`src/rtl/csr_unit.sv`:
```
// Decoded Zicsr control/status register unit: mscratch, tohost with a write strobe,
// and free-running cycle/instret counters readable and writable as two halves.
module csr_unit #(
    parameter int DWIDTH    = 32,
    parameter int CNT_WIDTH = 64
) (
    input  logic              clk,
    input  logic              rst,
    input  logic              en,
    input  logic [2:0]        func,
    input  logic [11:0]       addr,
    input  logic [4:0]        rs1_idx,
    input  logic [DWIDTH-1:0] rs1_data,
    input  logic              retire,
    output logic [DWIDTH-1:0] data_out,
    output logic              illegal,
    output logic [DWIDTH-1:0] tohost,
    output logic              tohost_wr
);

    localparam int HW = CNT_WIDTH - DWIDTH;

    localparam logic [11:0] ADDR_TOHOST    = 12'h51E;
    localparam logic [11:0] ADDR_MSCRATCH  = 12'h340;
    localparam logic [11:0] ADDR_MCYCLE    = 12'hB00;
    localparam logic [11:0] ADDR_MCYCLEH   = 12'hB80;
    localparam logic [11:0] ADDR_MINSTRET  = 12'hB02;
    localparam logic [11:0] ADDR_MINSTRETH = 12'hB82;
    localparam logic [11:0] ADDR_CYCLE     = 12'hC00;
    localparam logic [11:0] ADDR_CYCLEH    = 12'hC80;
    localparam logic [11:0] ADDR_INSTRET   = 12'hC02;
    localparam logic [11:0] ADDR_INSTRETH  = 12'hC82;

    logic [DWIDTH-1:0]    mscratch_r;
    logic [DWIDTH-1:0]    tohost_r;
    logic                 tohost_wr_r;
    logic [CNT_WIDTH-1:0] cycle_r;
    logic [CNT_WIDTH-1:0] instret_r;

    logic [DWIDTH-1:0]    opnd_s;
    logic [DWIDTH-1:0]    old_s;
    logic [DWIDTH-1:0]    wdata_s;
    logic                 hit_s;
    logic                 ro_s;
    logic                 op_valid_s;
    logic                 wr_req_s;
    logic                 wr_eff_s;
    logic                 wr_tohost_s;
    logic                 wr_mscratch_s;
    logic                 wr_mcycle_s;
    logic                 wr_mcycleh_s;
    logic                 wr_minstret_s;
    logic                 wr_minstreth_s;

    // Upper counter word, zero-extended to the datapath width.
    function automatic logic [DWIDTH-1:0] hi_word(input logic [CNT_WIDTH-1:0] cnt);
        logic [DWIDTH-1:0] w;
        w         = {DWIDTH{1'b0}};
        w[HW-1:0] = cnt[CNT_WIDTH-1:DWIDTH];
        return w;
    endfunction

    // Next counter value: a write to either half beats the increment, no carry that cycle.
    function automatic logic [CNT_WIDTH-1:0] cnt_next(
        input logic [CNT_WIDTH-1:0] cur,
        input logic                 inc,
        input logic                 wr_lo,
        input logic                 wr_hi,
        input logic [DWIDTH-1:0]    wd
    );
        logic [CNT_WIDTH-1:0] n;
        n = cur;
        if (wr_lo) begin
            n[DWIDTH-1:0] = wd;
        end else if (wr_hi) begin
            n[CNT_WIDTH-1:DWIDTH] = wd[HW-1:0];
        end else if (inc) begin
            n = cur + {{(CNT_WIDTH-1){1'b0}}, 1'b1};
        end else begin
            n = cur;
        end
        return n;
    endfunction

    // Operand select, address decode, read-before-write value and write qualification.
    always_comb begin
        opnd_s     = func[2] ? {{(DWIDTH-5){1'b0}}, rs1_idx} : rs1_data;
        old_s      = {DWIDTH{1'b0}};
        hit_s      = 1'b0;
        ro_s       = 1'b0;
        op_valid_s = (func[1:0] != 2'b00);
        wr_req_s   = en && op_valid_s && ((func[1:0] == 2'b01) || (rs1_idx != 5'd0));

        case (addr)
            ADDR_TOHOST:    begin old_s = tohost_r;                  hit_s = 1'b1; end
            ADDR_MSCRATCH:  begin old_s = mscratch_r;                hit_s = 1'b1; end
            ADDR_MCYCLE:    begin old_s = cycle_r[DWIDTH-1:0];       hit_s = 1'b1; end
            ADDR_MCYCLEH:   begin old_s = hi_word(cycle_r);          hit_s = 1'b1; end
            ADDR_MINSTRET:  begin old_s = instret_r[DWIDTH-1:0];     hit_s = 1'b1; end
            ADDR_MINSTRETH: begin old_s = hi_word(instret_r);        hit_s = 1'b1; end
            ADDR_CYCLE:     begin old_s = cycle_r[DWIDTH-1:0];   hit_s = 1'b1; ro_s = 1'b1; end
            ADDR_CYCLEH:    begin old_s = hi_word(cycle_r);      hit_s = 1'b1; ro_s = 1'b1; end
            ADDR_INSTRET:   begin old_s = instret_r[DWIDTH-1:0]; hit_s = 1'b1; ro_s = 1'b1; end
            ADDR_INSTRETH:  begin old_s = hi_word(instret_r);    hit_s = 1'b1; ro_s = 1'b1; end
            default:        begin old_s = {DWIDTH{1'b0}};        hit_s = 1'b0; ro_s = 1'b0; end
        endcase

        case (func[1:0])
            2'b01:   wdata_s = opnd_s;
            2'b10:   wdata_s = old_s | opnd_s;
            2'b11:   wdata_s = old_s & ~opnd_s;
            default: wdata_s = old_s;
        endcase

        wr_eff_s       = wr_req_s && hit_s && !ro_s;
        wr_tohost_s    = wr_eff_s && (addr == ADDR_TOHOST);
        wr_mscratch_s  = wr_eff_s && (addr == ADDR_MSCRATCH);
        wr_mcycle_s    = wr_eff_s && (addr == ADDR_MCYCLE);
        wr_mcycleh_s   = wr_eff_s && (addr == ADDR_MCYCLEH);
        wr_minstret_s  = wr_eff_s && (addr == ADDR_MINSTRET);
        wr_minstreth_s = wr_eff_s && (addr == ADDR_MINSTRETH);

        illegal  = en && (!op_valid_s || !hit_s || (wr_req_s && ro_s));
        data_out = en ? old_s : {DWIDTH{1'b0}};
    end

    // Register file and counters; reset overrides any write or increment in the same cycle.
    always_ff @(posedge clk) begin
        if (rst) begin
            mscratch_r  <= {DWIDTH{1'b0}};
            tohost_r    <= {DWIDTH{1'b0}};
            tohost_wr_r <= 1'b0;
            cycle_r     <= {CNT_WIDTH{1'b0}};
            instret_r   <= {CNT_WIDTH{1'b0}};
        end else begin
            if (wr_mscratch_s) begin
                mscratch_r <= wdata_s;
            end
            if (wr_tohost_s) begin
                tohost_r <= wdata_s;
            end
            tohost_wr_r <= wr_tohost_s;
            cycle_r     <= cnt_next(cycle_r, 1'b1, wr_mcycle_s, wr_mcycleh_s, wdata_s);
            instret_r   <= cnt_next(instret_r, retire, wr_minstret_s, wr_minstreth_s, wdata_s);
        end
    end

    assign tohost    = tohost_r;
    assign tohost_wr = tohost_wr_r;

    csr_unit_checker #(.DWIDTH(DWIDTH)) u_checker (
        .clk       (clk),
        .rst       (rst),
        .en        (en),
        .illegal   (illegal),
        .data_out  (data_out),
        .tohost_wr (tohost_wr)
    );

endmodule

// Interface-level properties of csr_unit.
module csr_unit_checker #(
    parameter int DWIDTH = 32
) (
    input logic              clk,
    input logic              rst,
    input logic              en,
    input logic              illegal,
    input logic [DWIDTH-1:0] data_out,
    input logic              tohost_wr
);

    // Nothing is flagged or read out without a valid instruction.
    a_illegal_needs_en: assert property (@(posedge clk) illegal |-> en);
    a_idle_reads_zero:  assert property (@(posedge clk) !en |-> (data_out == {DWIDTH{1'b0}}));
    // A reset cycle never produces a strobe afterwards.
    a_no_strobe_after_rst: assert property (@(posedge clk) rst |=> !tohost_wr);

endmodule
```
`config.mk`:
```
export PLATFORM = sky130hd
export DESIGN_NAME = csr_unit
export DESIGN_NICKNAME = d
export VERILOG_FILES = /design/src/rtl/csr_unit.sv
export SDC_FILE = /design/constraint.sdc
export NUM_CORES = 1
export LEC_CHECK = 0
export BUFFER_PORTS_ARGS = -buffer_cell sky130_fd_sc_hd__buf_2
export CAP_MARGIN = 20
export CELL_PAD_IN_SITES_DETAIL_PLACEMENT = 0
export CELL_PAD_IN_SITES_GLOBAL_PLACEMENT = 1
export CORE_MARGIN = 3
export CORE_UTILIZATION = 49
export DETAILED_ROUTE_END_ITERATION = 10
export MAX_ROUTING_LAYER = met4
export PLACE_DENSITY_LB_ADDON = 0.1
export SYNTH_ARGS = -nofsm -noshare
export SYNTH_HDL_FRONTEND = slang
export SYNTH_SLANG_ARGS = --single-unit
```
`constraint.sdc`:
```
create_clock -name clk -period 7.7 [get_ports clk]
set_input_delay 1.54 -clock clk [delete_from_list [all_inputs] [get_ports clk]]
set_output_delay 1.54 -clock clk [all_outputs]
set_load 0.05 [all_outputs]
```
Yosys cells after proc, flatten, opt, wreduce, memory -nomap -nowiden
Cells that the tools add are included.
{"block": "op_classes", "multipliers": 0, "muxes": 13, "n_addsub": 2, "reduce_logical": 30, "n_div": 0, "bitwise": 4, "shifts": 0, "magnitude_cmp": 0, "n_eq_ne": 15}
{"cell": "32-bit 2-to-1 mux", "count": 8}
{"cell": "32-bit one-hot mux with 6 select lines", "count": 1}
{"cell": "64-bit by 1-bit adder with 64-bit output, second input constant", "count": 2}
{"cell": "12-bit equality test, second input constant", "count": 8}
{"cell": "32-bit one-hot mux with 3 select lines", "count": 1}
{"cell": "64-bit 2-to-1 mux", "count": 1}
{"cell": "32-bit bitwise AND", "count": 1}
{"cell": "32-bit inverter", "count": 1}
{"cell": "32-bit OR", "count": 1}
{"cell": "12-bit by 10-bit equality test with 1-bit output, second input constant", "count": 1}
{"cell": "12-bit by 11-bit equality test with 1-bit output, second input constant", "count": 1}
{"cell": "1-bit logical AND", "count": 12}
{"cell": "10-bit OR reduction", "count": 1}
{"cell": "2-bit OR reduction", "count": 4}
{"cell": "2-bit nonzero test", "count": 3}
{"cell": "5-bit nonzero test", "count": 1}
{"cell": "2-bit equality test, second input constant", "count": 2}
{"cell": "2-bit inequality test, second input constant", "count": 2}
{"cell": "2-bit AND reduction", "count": 2}
{"cell": "4-bit OR reduction", "count": 1}
{"cell": "1-bit zero test", "count": 3}
{"cell": "1-bit logical OR", "count": 3}
{"cell": "2-bit by 1-bit equality test with 1-bit output, second input constant", "count": 1}
{"cell": "1-bit 2-to-1 mux", "count": 2}
{"cell": "1-bit inverter", "count": 1}
{"block": "word_totals", "reg_bits": 193, "latch_bits": 0, "word_cells": 71, "input_bits": 56, "mem_bits_rw": 0, "mem_count": 0, "out_inout_bits": 66, "mem_bits_ro": 0}

Logic depth before layout (Yosys ltp)
Gate-level depths: netlist of the first run.
{"block": "depth", "ltp_word": 8, "depth_mapped": 9, "ltp_nobuf": 7}

Worst setup path before layout of the first run
OpenSTA, ideal clock, no wires.
{"block": "synth_timing", "kind": "in2out", "from": "in addr[7]", "to": "out data_out[22]", "path_buffers": 2, "path_stages": 6, "arrival_time_ns": 3.998, "slack_ns": 2.162, "required_time_ns": 6.160, "path_cell_list": "or4b_1 -> buf_2 -> nor3_4 -> buf_2 -> nand2_1 -> a21boi_0"}
{"block": "synth_between", "elab_chain_cells": 4, "elab_cells_between_ends": 16, "classes_between": "eq/ne (10); mux (2); reduce/logical (4)"}
{"element": "from (decl)", "line": "11", "source": "input logic [11:0] addr,"}
{"element": "12-bit equality test", "line": "94", "source": "case (addr)"}
{"element": "2-bit OR reduction (no line)"}
{"element": "32-bit one-hot mux with 6 select lines *", "line": "94"}
{"element": "32-bit 2-to-1 mux *", "line": "124", "source": "data_out = en ? old_s : {DWIDTH{1'b0}};"}
{"element": "to (decl)", "line": "15", "source": "output logic [DWIDTH-1:0] data_out,"}
Every way passes the cells marked *; elsewhere a longest branch is shown, timed or not.

Worst setup path in the final report of the first run
{"block": "layout_timing", "from": "in addr[1]", "to": "out data_out[31]"}
Same word-level chain as after synthesis.

==> flow_metrics.env, run 1 <==
export IMPL_ys_types=95
export IMPL_arrival_ns=4.60
export IMPL_clockBufferDepth=2
export IMPL_cts_buffers=17
export IMPL_wire_per_inst_microns=29.9
export IMPL_root_buffer="clkbuf_16"
export IMPL_powerDensity_nw_per_um2=147
export IMPL_synth_ff_type="dfxtp_1"
export IMPL_viasPerCell=7.22
export IMPL_grt_overflow=0
export IMPL_cts_htree_levels=4
export IMPL_synth_area_per_cell_sq_um=7.77
export IMPL_dpl_cell_area_sq_um=14200
export IMPL_rsz0062_at_grt="false"
export IMPL_drt_total_wl_microns=63400
export IMPL_hold_viol=0
export IMPL_area_delta_synth_final_pct=10.3
export IMPL_dpl_worst_slack_ns=1.66
export IMPL_ys_seq_area_frac=0.288
export IMPL_dp_hpwl_microns=46800
export IMPL_syn_nets=1783
export IMPL_synth_cells=1725
export IMPL_io_pins=122
export IMPL_cp_start_kind="primary input"
export IMPL_required_ns=6.16
export IMPL_finalPower_mw=2.17
export IMPL_hp_class="flop to flop"
export IMPL_post_cts_buffers=0
export IMPL_tns_ns=0
export IMPL_stdcell_count=2122
export IMPL_grt_pass1_vias=13578
export IMPL_grt_max_degree=81
export IMPL_criticalPathCategory="primary input to primary output"
export IMPL_tritoncts="yes"
export IMPL_drt_iter0_drc=2273
export IMPL_min_period_over_period=0.798
export IMPL_fin_crit_ns=6.14
export IMPL_worst_slack_ns=1.56
export IMPL_start_util=0.506
export IMPL_yosys_area_top_type="dfxtp_1"
export IMPL_reg2reg_from="cycle_r[29]"
export IMPL_cts_hold_buf=0
export IMPL_holdCritStartpoint="mscratch_r[15]"
export IMPL_multi_input_area_sq_um=8950
export IMPL_final_cell_area_sq_um=14800
export IMPL_synth_area_leaders="dfxtp_1 29%, nand2_1 5.6%, nor2_1 3.9%, a211oi_1 3.7%, mux4_2 3.7%"
export IMPL_cap_violations=0
export IMPL_ctsResizeCount=0
export IMPL_maxSlewHeadroom=0.166
export IMPL_async_flop_share=0
export IMPL_regArea_sq_um=3860
export IMPL_crit_start="addr[1]"
export IMPL_insertion_delay_ns=0.46
export IMPL_routabilityCongestion=1.05
export IMPL_ant_nets=0
export IMPL_cts_clk_slew_worst_paths_ns=0.07
export IMPL_power_leakage_nw=4.76
export IMPL_num_rows=59
export IMPL_synth_edf_count=0
export IMPL_drc_errors=0
export IMPL_grt_pass1_wl_microns=91400
export IMPL_critPathCaptureType="primary output"
export IMPL_yosysWarnings=0
export IMPL_worstPathMaxFanout=29
export IMPL_dpl_cell_count=2087
export IMPL_die_area_sq_um=29400
export IMPL_max_freq_mhz=163
export IMPL_cts_sinks=193
export IMPL_vias=15326
export IMPL_r2r_slack_ns=4.07
export IMPL_setup_viol=0
export IMPL_port_buffers=121
export IMPL_status="complete, no violations"
export IMPL_globalRouteTotalUtil=0.433
export IMPL_slew_viol_final=0
export IMPL_ir_drop_mv=0.139
export IMPL_drive_above_1_share=0.151
export IMPL_core_area_sq_um=26500
export IMPL_synth_seq_cells=193
export IMPL_fillers=2613
export IMPL_fin_skew_ns=0.0211
export IMPL_die_h_microns=171
export IMPL_synth_cell_area_sq_um=13400
export IMPL_firstDrtPassIters=6
export IMPL_die_w_microns=171
export IMPL_tightest_slew_ns=1.24
export IMPL_yosys_area_top_type_share=0.288
export IMPL_antenna_found_initial=1
export IMPL_fin_nets=1831
==> area by class of cell <==
| type | count | area share |
|---|---|---|
| clock buffers | 19 | 0.0300 |
| multi-input cells | 1385 | 0.606 |
| well taps | 335 | 0.0283 |
| clock inverters | 12 | 0.00990 |
| inverters | 18 | 0.00457 |
| repair buffers | 158 | 0.0600 |
| diodes | 2 | 0.000338 |
| flip-flops and latches | 193 | 0.261 |
==> synth_stat cells, types with 6 or more instances <==
| master | n |
|---|---|
| a22oi_1 | 31 |
| mux2i_1 | 36 |
| a21o_1 | 12 |
| a2111oi_0 | 8 |
| o211ai_1 | 28 |
| xnor2_1 | 41 |
| o21a_1 | 6 |
| a31oi_1 | 37 |
| nand4_1 | 54 |
| and3_1 | 28 |
| o211a_1 | 6 |
| and4_1 | 15 |
| nor3b_1 | 7 |
| inv_1 | 17 |
| nand3b_1 | 6 |
| nand3_1 | 81 |
| a21boi_0 | 16 |
| nor3_1 | 59 |
| buf_2 | 45 |
| o21ai_0 | 46 |
| mux4_2 | 22 |
| a21oi_1 | 86 |
| and2_1 | 33 |
| dfxtp_1 | 193 |
| o31ai_1 | 6 |
| clkbuf_1 | 72 |
| xor2_1 | 13 |
| nand2b_1 | 16 |
| o31a_1 | 7 |
| o22ai_1 | 43 |
| or3_1 | 14 |
| nor4_1 | 42 |
| or2_2 | 13 |
| a211oi_1 | 66 |
| nand2_1 | 201 |
| or4_1 | 12 |
| a32oi_1 | 14 |
| nor2b_1 | 26 |
| nor2_1 | 141 |
| mux2_2 | 12 |
==> critical path: stages <==
cell	delay, ns
buf_2	0.62
nand4b_1	0.39
nor3_4	0.99
buf_4	0.29
a22oi_1	0.11
a21boi_0	0.31
buf_2	0.33
==> layer usage <==
| layer | part of all wire | vias up | routed length, microns | global-route usage |
|---|---|---|---|---|
| met5 | 0 | - | 0 | - |
| met4 | 0.076 | 0 | 4850 | 0.268 |
| met3 | 0.11 | 203 | 6810 | 0.0673 |
| met2 | 0.42 | 1116 | 26500 | 0.603 |
| met1 | 0.40 | 7337 | 25200 | 0.585 |
| li1 | - | 6670 | - | - |
==> worst paths after layout <==
path	to	cells after the start
hold / removal	mscratch_r[15]	2
setup reg to reg	cycle_r[49]	6
hold reg to reg	mscratch_r[15]	2
setup / recovery	data_out[31]	7
==> cells in the final DEF (no fill, tap or decap), types with 36 or more instances in the layout <==
cell / n
a211oi_1: 66
a21oi_1: 86
a31oi_1: 37
buf_2: 121
buf_4: 36
dfxtp_1: 193
mux2i_1: 36
nand2_1: 201
nand3_1: 81
nand4_1: 54
nor2_1: 140
nor3_1: 59
nor4_1: 40
o21ai_0: 44
o22ai_1: 43
xnor2_1: 41
==> report_power, final <==
group / internal [mW] / switching, mW
combinational: 0.0631 / 0.159
sequential: 0.999 / 0.00420
clock: 0.495 / 0.451
==> registers in the layout (all words and copies together), names as in the netlist <==
signal      flops
cycle_r        64
mscratch_r     32
tohost         32
tohost_wr       1
instret_r      64
==> logic make-up (layout without fill, tap and decap cells) <==
logic type      after synthesis  in the layout  synth area share
simple gates                783            783             0.304
compound gates              476            476             0.249
buf+inv                     147            207            0.0469
other cells                   0              2                 0
xor+xnor                     54             54            0.0353
flops                       193            193             0.288
fa+ha+maj                     2              2           0.00187
mux                          70             70            0.0739
==> per-stage QoR <==
step / hold WS (ns) / util
6_report: 0.467 / 0.558
5_1_grt: 0.498 / 0.558
4_1_cts: 0.467 / 0.557
3_5_place_dp: 0.456 / 0.535
3_3_place_gp: 0.442 / 0.534
2_1_floorplan: 0.432 / -
(Power assumes the default switching activity.)
==> run 2: changes to the inputs <==
--- a/config.mk
+++ b/config.mk
@@ -5,12 +5,13 @@
 export SDC_FILE = /design/constraint.sdc
 export NUM_CORES = 1
 export LEC_CHECK = 0
+export ABC_AREA = 1
 export BUFFER_PORTS_ARGS = -buffer_cell sky130_fd_sc_hd__buf_2
 export CAP_MARGIN = 20
 export CELL_PAD_IN_SITES_DETAIL_PLACEMENT = 0
 export CELL_PAD_IN_SITES_GLOBAL_PLACEMENT = 1
 export CORE_MARGIN = 3
-export CORE_UTILIZATION = 49
+export CORE_UTILIZATION = 42
 export DETAILED_ROUTE_END_ITERATION = 10
 export MAX_ROUTING_LAYER = met4
 export PLACE_DENSITY_LB_ADDON = 0.1
==> constraint.sdc (replaced) <==
create_clock -name clk -period 6 [get_ports clk]
set_input_delay 1.2 -clock clk [delete_from_list [all_inputs] [get_ports clk]]
set_output_delay 1.2 -clock clk [all_outputs]
set_load 0.05 [all_outputs]
==> run 2 against run 1 <==
  * Die area increased by 36%
  * Via count increased by 29%
  * Combinational power increased by 19%
  * Sequential power increased by 30%
  * Wire length increased by 32%
  * Cell count increased by 59%
  * Total power increased by 28%
  * Area after synthesis increased by 17%
  * Worst setup slack got worse by 0.41 ns
  * Non-clock buffer count decreased by 11
  * Critical path type unchanged
==> flow_metrics.env, run 2 <==
export IMPL_p_sw_frac=0.306
export IMPL_fin_nets=2952
export IMPL_cts_hold_buf=0
export IMPL_dp_hpwl_microns=64700
export IMPL_cts_clk_slew_worst_paths_ns=0.08
export IMPL_cts_htree_levels=4
export IMPL_tightest_slew_ns=1.11
export IMPL_cts_sinks=193
export IMPL_min_period_over_period=0.808
export IMPL_insertion_delay_ns=0.49
export IMPL_max_freq_mhz=206
export IMPL_worstPathMaxFanout=9
export IMPL_synth_cell_area_sq_um=15700
export IMPL_hp_class="flop to flop"
export IMPL_cap_violations=0
export IMPL_power_leakage_nw=7.14
export IMPL_synth_cells=2839
export IMPL_async_flop_share=0
export IMPL_final_common_cell="nand2_1"
export IMPL_powerDensity_nw_per_um2=162
export IMPL_grt_pass1_vias=17971
export IMPL_die_area_sq_um=39800
export IMPL_ir_drop_mv=0.213
export IMPL_dpl_cell_area_sq_um=16600
export IMPL_ff2ff_path_depth=12
export IMPL_syn_nets=2897
export IMPL_synth_seq_cells=193
export IMPL_cts_buffers=17
export IMPL_num_rows=70
export IMPL_setup_viol=0
export IMPL_ant_nets=0
export IMPL_die_h_microns=200
export IMPL_grt_overflow=0
export IMPL_synth_area_leaders="dfxtp_1 25%, nand2_1 18%, nor2_1 14%, inv_1 8.6%, nand3_1 5.7%"
export IMPL_ys_types=40
export IMPL_top_regs="cycle_r x64, instret_r x64"
export IMPL_globalRouteTotalUtil=0.427
export IMPL_maxSlewHeadroom=0.259
export IMPL_drt_iter0_drc=2859
export IMPL_drc_errors=0
export IMPL_viasPerCell=5.84
export IMPL_tns_ns=0
export IMPL_p_int_mw=1.93
export IMPL_io_pins=122
export IMPL_vias=19768
export IMPL_port_buffers=121
export IMPL_whs_path_depth=2
export IMPL_grt_max_degree=74
export IMPL_start_util=0.428
export IMPL_final_cell_mix="770 x nand2_1, 595 x nor2_1, 358 x inv_1"
export IMPL_crit_chain="buf_2, inv_1, nand2_1, nor2_1, nand3_1, buf_4, nor2_1, nor2_1, a31oi_1, buf_2"
export IMPL_switchingPower_uw=850
export IMPL_p_clk_frac=0.438
export IMPL_die_w_microns=200
export IMPL_yosysWarnings=0
export IMPL_tritoncts="yes"
export IMPL_root_buffer="clkbuf_16"
export IMPL_slowest_stage="nor2_1"
export IMPL_cp_start_kind="primary input"
export IMPL_yosys_area_top_type_share=0.245
export IMPL_critPathCaptureType="primary output"
export IMPL_grt_pass1_wl_microns=120000
export IMPL_drive_above_1_share=0.0760
export IMPL_hold_viol=0
export IMPL_rsz0062_at_grt="false"
export IMPL_status="complete, no violations"
export IMPL_synth_edf_count=0
export IMPL_firstDrtPassIters=6
export IMPL_fin_crit_ns=4.85
export IMPL_seq_power_share=0.467
export IMPL_criticalPathCategory="primary input to primary output"
export IMPL_yosys_area_top_type="dfxtp_1"
export IMPL_final_cell_area_sq_um=17200
export IMPL_synth_area_per_cell_sq_um=5.54
export IMPL_required_ns=4.80
export IMPL_synth_common_cells="770 x nand2_1, 595 x nor2_1, 359 x inv_1, 193 x dfxtp_1, 179 x nand3_1"
export IMPL_synth_most_common_cell="nand2_1"
export IMPL_max_stage_delay_ns=0.51
export IMPL_fin_skew_ns=0.0130
export IMPL_antenna_found_initial=8
export IMPL_core_area_sq_um=36800
export IMPL_comb_power_share=0.095
export IMPL_ctsResizeCount=0
export IMPL_crit_path_frequent_cell="nor2_1"
export IMPL_clockBufferDepth=2
export IMPL_arrival_ns=3.65
export IMPL_ys_seq_area_frac=0.245
export IMPL_synth_ff_type="dfxtp_1"
export IMPL_drt_total_wl_microns=83500
export IMPL_slew_viol_final=0
export IMPL_area_delta_synth_final_pct=9.13
export IMPL_post_cts_buffers=0
export IMPL_routabilityCongestion=1.11
export IMPL_wire_per_inst_microns=24.7
[run 2: cell count changes in the layout (fill, tap and decap cells not counted), moves of 39 or more]
| cell | before | now |
|---|---|---|
| xor2_1 | 13 | 92 |
| a21oi_1 | 86 | 125 |
| o21ai_0 | 44 | 142 |
| o22ai_1 | 43 | 4 |
| nand3_1 | 81 | 179 |
| a211oi_1 | 66 | 0 |
| nor2_1 | 140 | 595 |
| inv_1 | 17 | 358 |
| nand2_1 | 201 | 770 |
[run 2: critical path, delay by kind of cell]
family,cells,cell delay [ns]
AND/OR/NAND/NOR,5,1.27
buffers and inverters,4,0.85
AO/OA/AOI/OAI,1,0.32
[run 2: final cells by class]
type,instances,area [sq um]
flip-flops and latches,193,3860
well taps,468,586
fillers,4088,19600
inverters,368,1380
repair buffers,147,801
diodes,9,22.5
multi-input cells,2167,9940
clock buffers,17,425
clock inverters,15,153
[run 2: power groups by stage]
stage	sequential [mW]	clock (mW)	combinational, mW
finish	1.30	1.22	0.265
global route	1.30	1.27	0.280
CTS	1.30	1.21	0.253
detailed placement	1.33	0	0.252
global placement	1.33	0	0.250
floorplan	1.32	0	0.143
[run 2: per-stage QoR]
step / hold slack, ns / worst slack, ns / power [mW] / util / cells
after floorplan: 0.457 / 1.75 / 1.47 / - / 2839
after global placement: 0.467 / 1.35 / 1.58 / 0.451 / 3343
final: 0.493 / 1.15 / 2.78 / 0.467 / 3384
after CTS: 0.491 / 1.29 / 2.76 / 0.466 / 3375
after detailed placement: 0.479 / 1.30 / 1.58 / 0.451 / 3343
after global routing: 0.516 / 1.06 / 2.85 / 0.467 / 3383
[run 2: path summary, 6_finish.rpt]
path,start,endpoint,slack [ns]
setup reg to reg,cycle_r[10],cycle_r[30],2.60
hold / removal,instret_r[49],instret_r[49],0.49
setup / recovery,addr[5],data_out[22],1.15
hold reg to reg,instret_r[49],instret_r[49],0.49
[run 2: metal layers]
layer  up-vias  global-route usage  wire [microns]
met5         -                   -               0
met3       308              0.0912            8800
met2      1231               0.640           36500
met4         0               0.283            6580
li1       9075                   -               -
met1      9154               0.517           31600
[run 2: logic make-up (layout without fill, tap and decap cells)]
logic type	after synthesis	after routing	synth area share
AND/OR/NAND/NOR	1716	1716	0.455
buffers and inverters	479	547	0.123
AO/OA/AOI/OAI	354	354	0.122
flip-flops	193	193	0.245
XOR/XNOR	95	95	0.0529
adder cells (fa/ha/maj)	2	2	0.00159
other	0	9	0
==> run 3: changes to the inputs <==
--- a/config.mk
+++ b/config.mk
@@ -11,7 +11,7 @@
 export CELL_PAD_IN_SITES_DETAIL_PLACEMENT = 0
 export CELL_PAD_IN_SITES_GLOBAL_PLACEMENT = 1
 export CORE_MARGIN = 3
-export CORE_UTILIZATION = 42
+export CORE_UTILIZATION = 38
 export DETAILED_ROUTE_END_ITERATION = 10
 export MAX_ROUTING_LAYER = met4
 export PLACE_DENSITY_LB_ADDON = 0.1
==> constraint.sdc (replaced) <==
create_clock -name clk -period 4.3 [get_ports clk]
set_input_delay 0.86 -clock clk [delete_from_list [all_inputs] [get_ports clk]]
set_output_delay 0.86 -clock clk [all_outputs]
set_load 0.05 [all_outputs]
==> run 3 against run 2 <==
  * First-iteration DRC count down 13%
  * Clock power is 39% higher
  * Cell area increased by 1.4%
  * Non-clock buffer count grew 16
  * Die area up 10%
  * Highest routed layer unchanged
==> flow_metrics.env, run 3 (synthesis results as in run 2) <==
export IMPL_status="complete, no violations"
export IMPL_antenna_found_initial=4
export IMPL_worst_path_buf_inv=3
export IMPL_core_area_sq_um=40300
export IMPL_rsz0062_at_grt="false"
export IMPL_die_area_sq_um=43900
export IMPL_port_buffers=121
export IMPL_drt_iter0_drc=2478
export IMPL_crit_chain="buf_2, nor2_1, nand2_1, nor2_1, o21ai_2, buf_4, nor2_1, nor3_1, a21oi_1, buf_2"
export IMPL_start_util=0.391
export IMPL_max_freq_mhz=255
export IMPL_slew_viol_final=0
export IMPL_tns_ns=0
export IMPL_die_w_microns=210
export IMPL_criticalPathCategory="primary input to primary output"
export IMPL_globalRouteTotalUtil=0.395
export IMPL_hp_class="flop to flop"
export IMPL_fin_crit_ns=3.93
export IMPL_setup_viol=0
export IMPL_cts_htree_levels=4
export IMPL_ir_drop_mv=0.221
export IMPL_hold_viol=0
export IMPL_grt_pass1_vias=17967
export IMPL_tritoncts="yes"
export IMPL_viasPerCell=5.66
export IMPL_crit_start="addr[5]"
export IMPL_io_pins=122
export IMPL_final_common_cell="nand2_1"
export IMPL_final_cell_mix="770 x nand2_1, 595 x nor2_1, 358 x inv_1"
export IMPL_drive_above_1_share=0.0811
export IMPL_cp_top_family="simple AND/OR/NAND/NOR gates"
export IMPL_ctsResizeCount=0
export IMPL_clockBufferDepth=2
export IMPL_top_regs="cycle_r x64, instret_r x64"
export IMPL_final_cell_area_sq_um=17400
export IMPL_cts_hold_buf=0
export IMPL_die_h_microns=210
export IMPL_power_leakage_nw=7.25
export IMPL_reg2reg_from="instret_r[20]"
export IMPL_powerDensity_nw_per_um2=224
export IMPL_wire_per_inst_microns=25.2
export IMPL_drt_total_wl_microns=86900
export IMPL_critPathCaptureType="primary output"
export IMPL_dp_hpwl_microns=68600
export IMPL_grt_overflow=0
export IMPL_root_buffer="clkbuf_16"
export IMPL_crit_path_frequent_cell="nor2_1"
export IMPL_area_delta_synth_final_pct=10.7
export IMPL_required_ns=3.44
export IMPL_holdCritStartpoint="instret_r[44]"
export IMPL_fin_nets=2968
export IMPL_grt_pass1_wl_microns=124000
export IMPL_dpl_cell_area_sq_um=16800
export IMPL_fin_skew_ns=0.0131
export IMPL_insertion_delay_ns=0.48
export IMPL_worstPathMaxFanout=15
export IMPL_cap_violations=0
export IMPL_ant_nets=0
export IMPL_tightest_slew_ns=1.15
export IMPL_post_cts_buffers=0
export IMPL_firstDrtPassIters=9
export IMPL_arrival_ns=3.07
export IMPL_routabilityCongestion=1.07
export IMPL_min_period_over_period=0.913
export IMPL_cts_clk_slew_worst_paths_ns=0.08
export IMPL_num_rows=73
export IMPL_max_stage_delay_ns=0.38
export IMPL_cts_sinks=193
export IMPL_cts_buffers=17
export IMPL_drc_errors=0
export IMPL_vias=19539
export IMPL_maxSlewHeadroom=0.235
export IMPL_cp_start_kind="primary input"
export IMPL_slowest_stage="nor2_1"
export IMPL_grt_max_degree=81
-- run 3: power by group --
part / internal (mW) / switching (mW)
clock network: 0.792 / 0.911
logic: 0.0845 / 0.302
registers: 1.80 / 0.0137
total: 2.67 / 1.23
-- run 3: final cells by class --
class	instances	area (sq um)
Fill cell	4598	22900
Multi-Input combinational cell	2167	9940
Clock buffer	18	439
Timing Repair Buffer	163	976
Tap cell	525	657
Sequential cell	193	3860
Antenna cell	6	15.0
Clock inverter	14	141
Inverter	368	1380
-- run 3: worst min-delay path: stages, from the launching register on --
cell and delay, ns:
dfxtp_1 0.32, nand2_1 0.07, a21oi_1 0.06
-- run 3: path summary, 6_finish.rpt --
check,end,slack [ns],depth (start not counted)
max,data_out[12],0.37,10
min,instret_r[44],0.49,2
max reg2reg,instret_r[55],1.19,10
min reg2reg,instret_r[44],0.49,2
-- run 3: layer usage --
layer  vias up  GRT usage  wire, microns
met5         -          -              0
met4         0      0.248           6790
met3       251     0.0804           8090
met2      1052      0.586          37200
met1      9145      0.491          34800
li1       9091          -              -
-- run 3: per-stage QoR --
stage	hold WS [ns]	util	instances	total power, mW	setup slack (ns)
2_1_floorplan	0.457	-	2839	2.04	0.729
3_3_place_gp	0.471	0.418	3416	2.22	0.499
3_5_place_dp	0.478	0.418	3416	2.22	0.498
4_1_cts	0.490	0.432	3448	3.89	0.494
5_1_grt	0.517	0.432	3453	3.97	0.359
6_report	0.489	0.432	3454	3.90	0.373
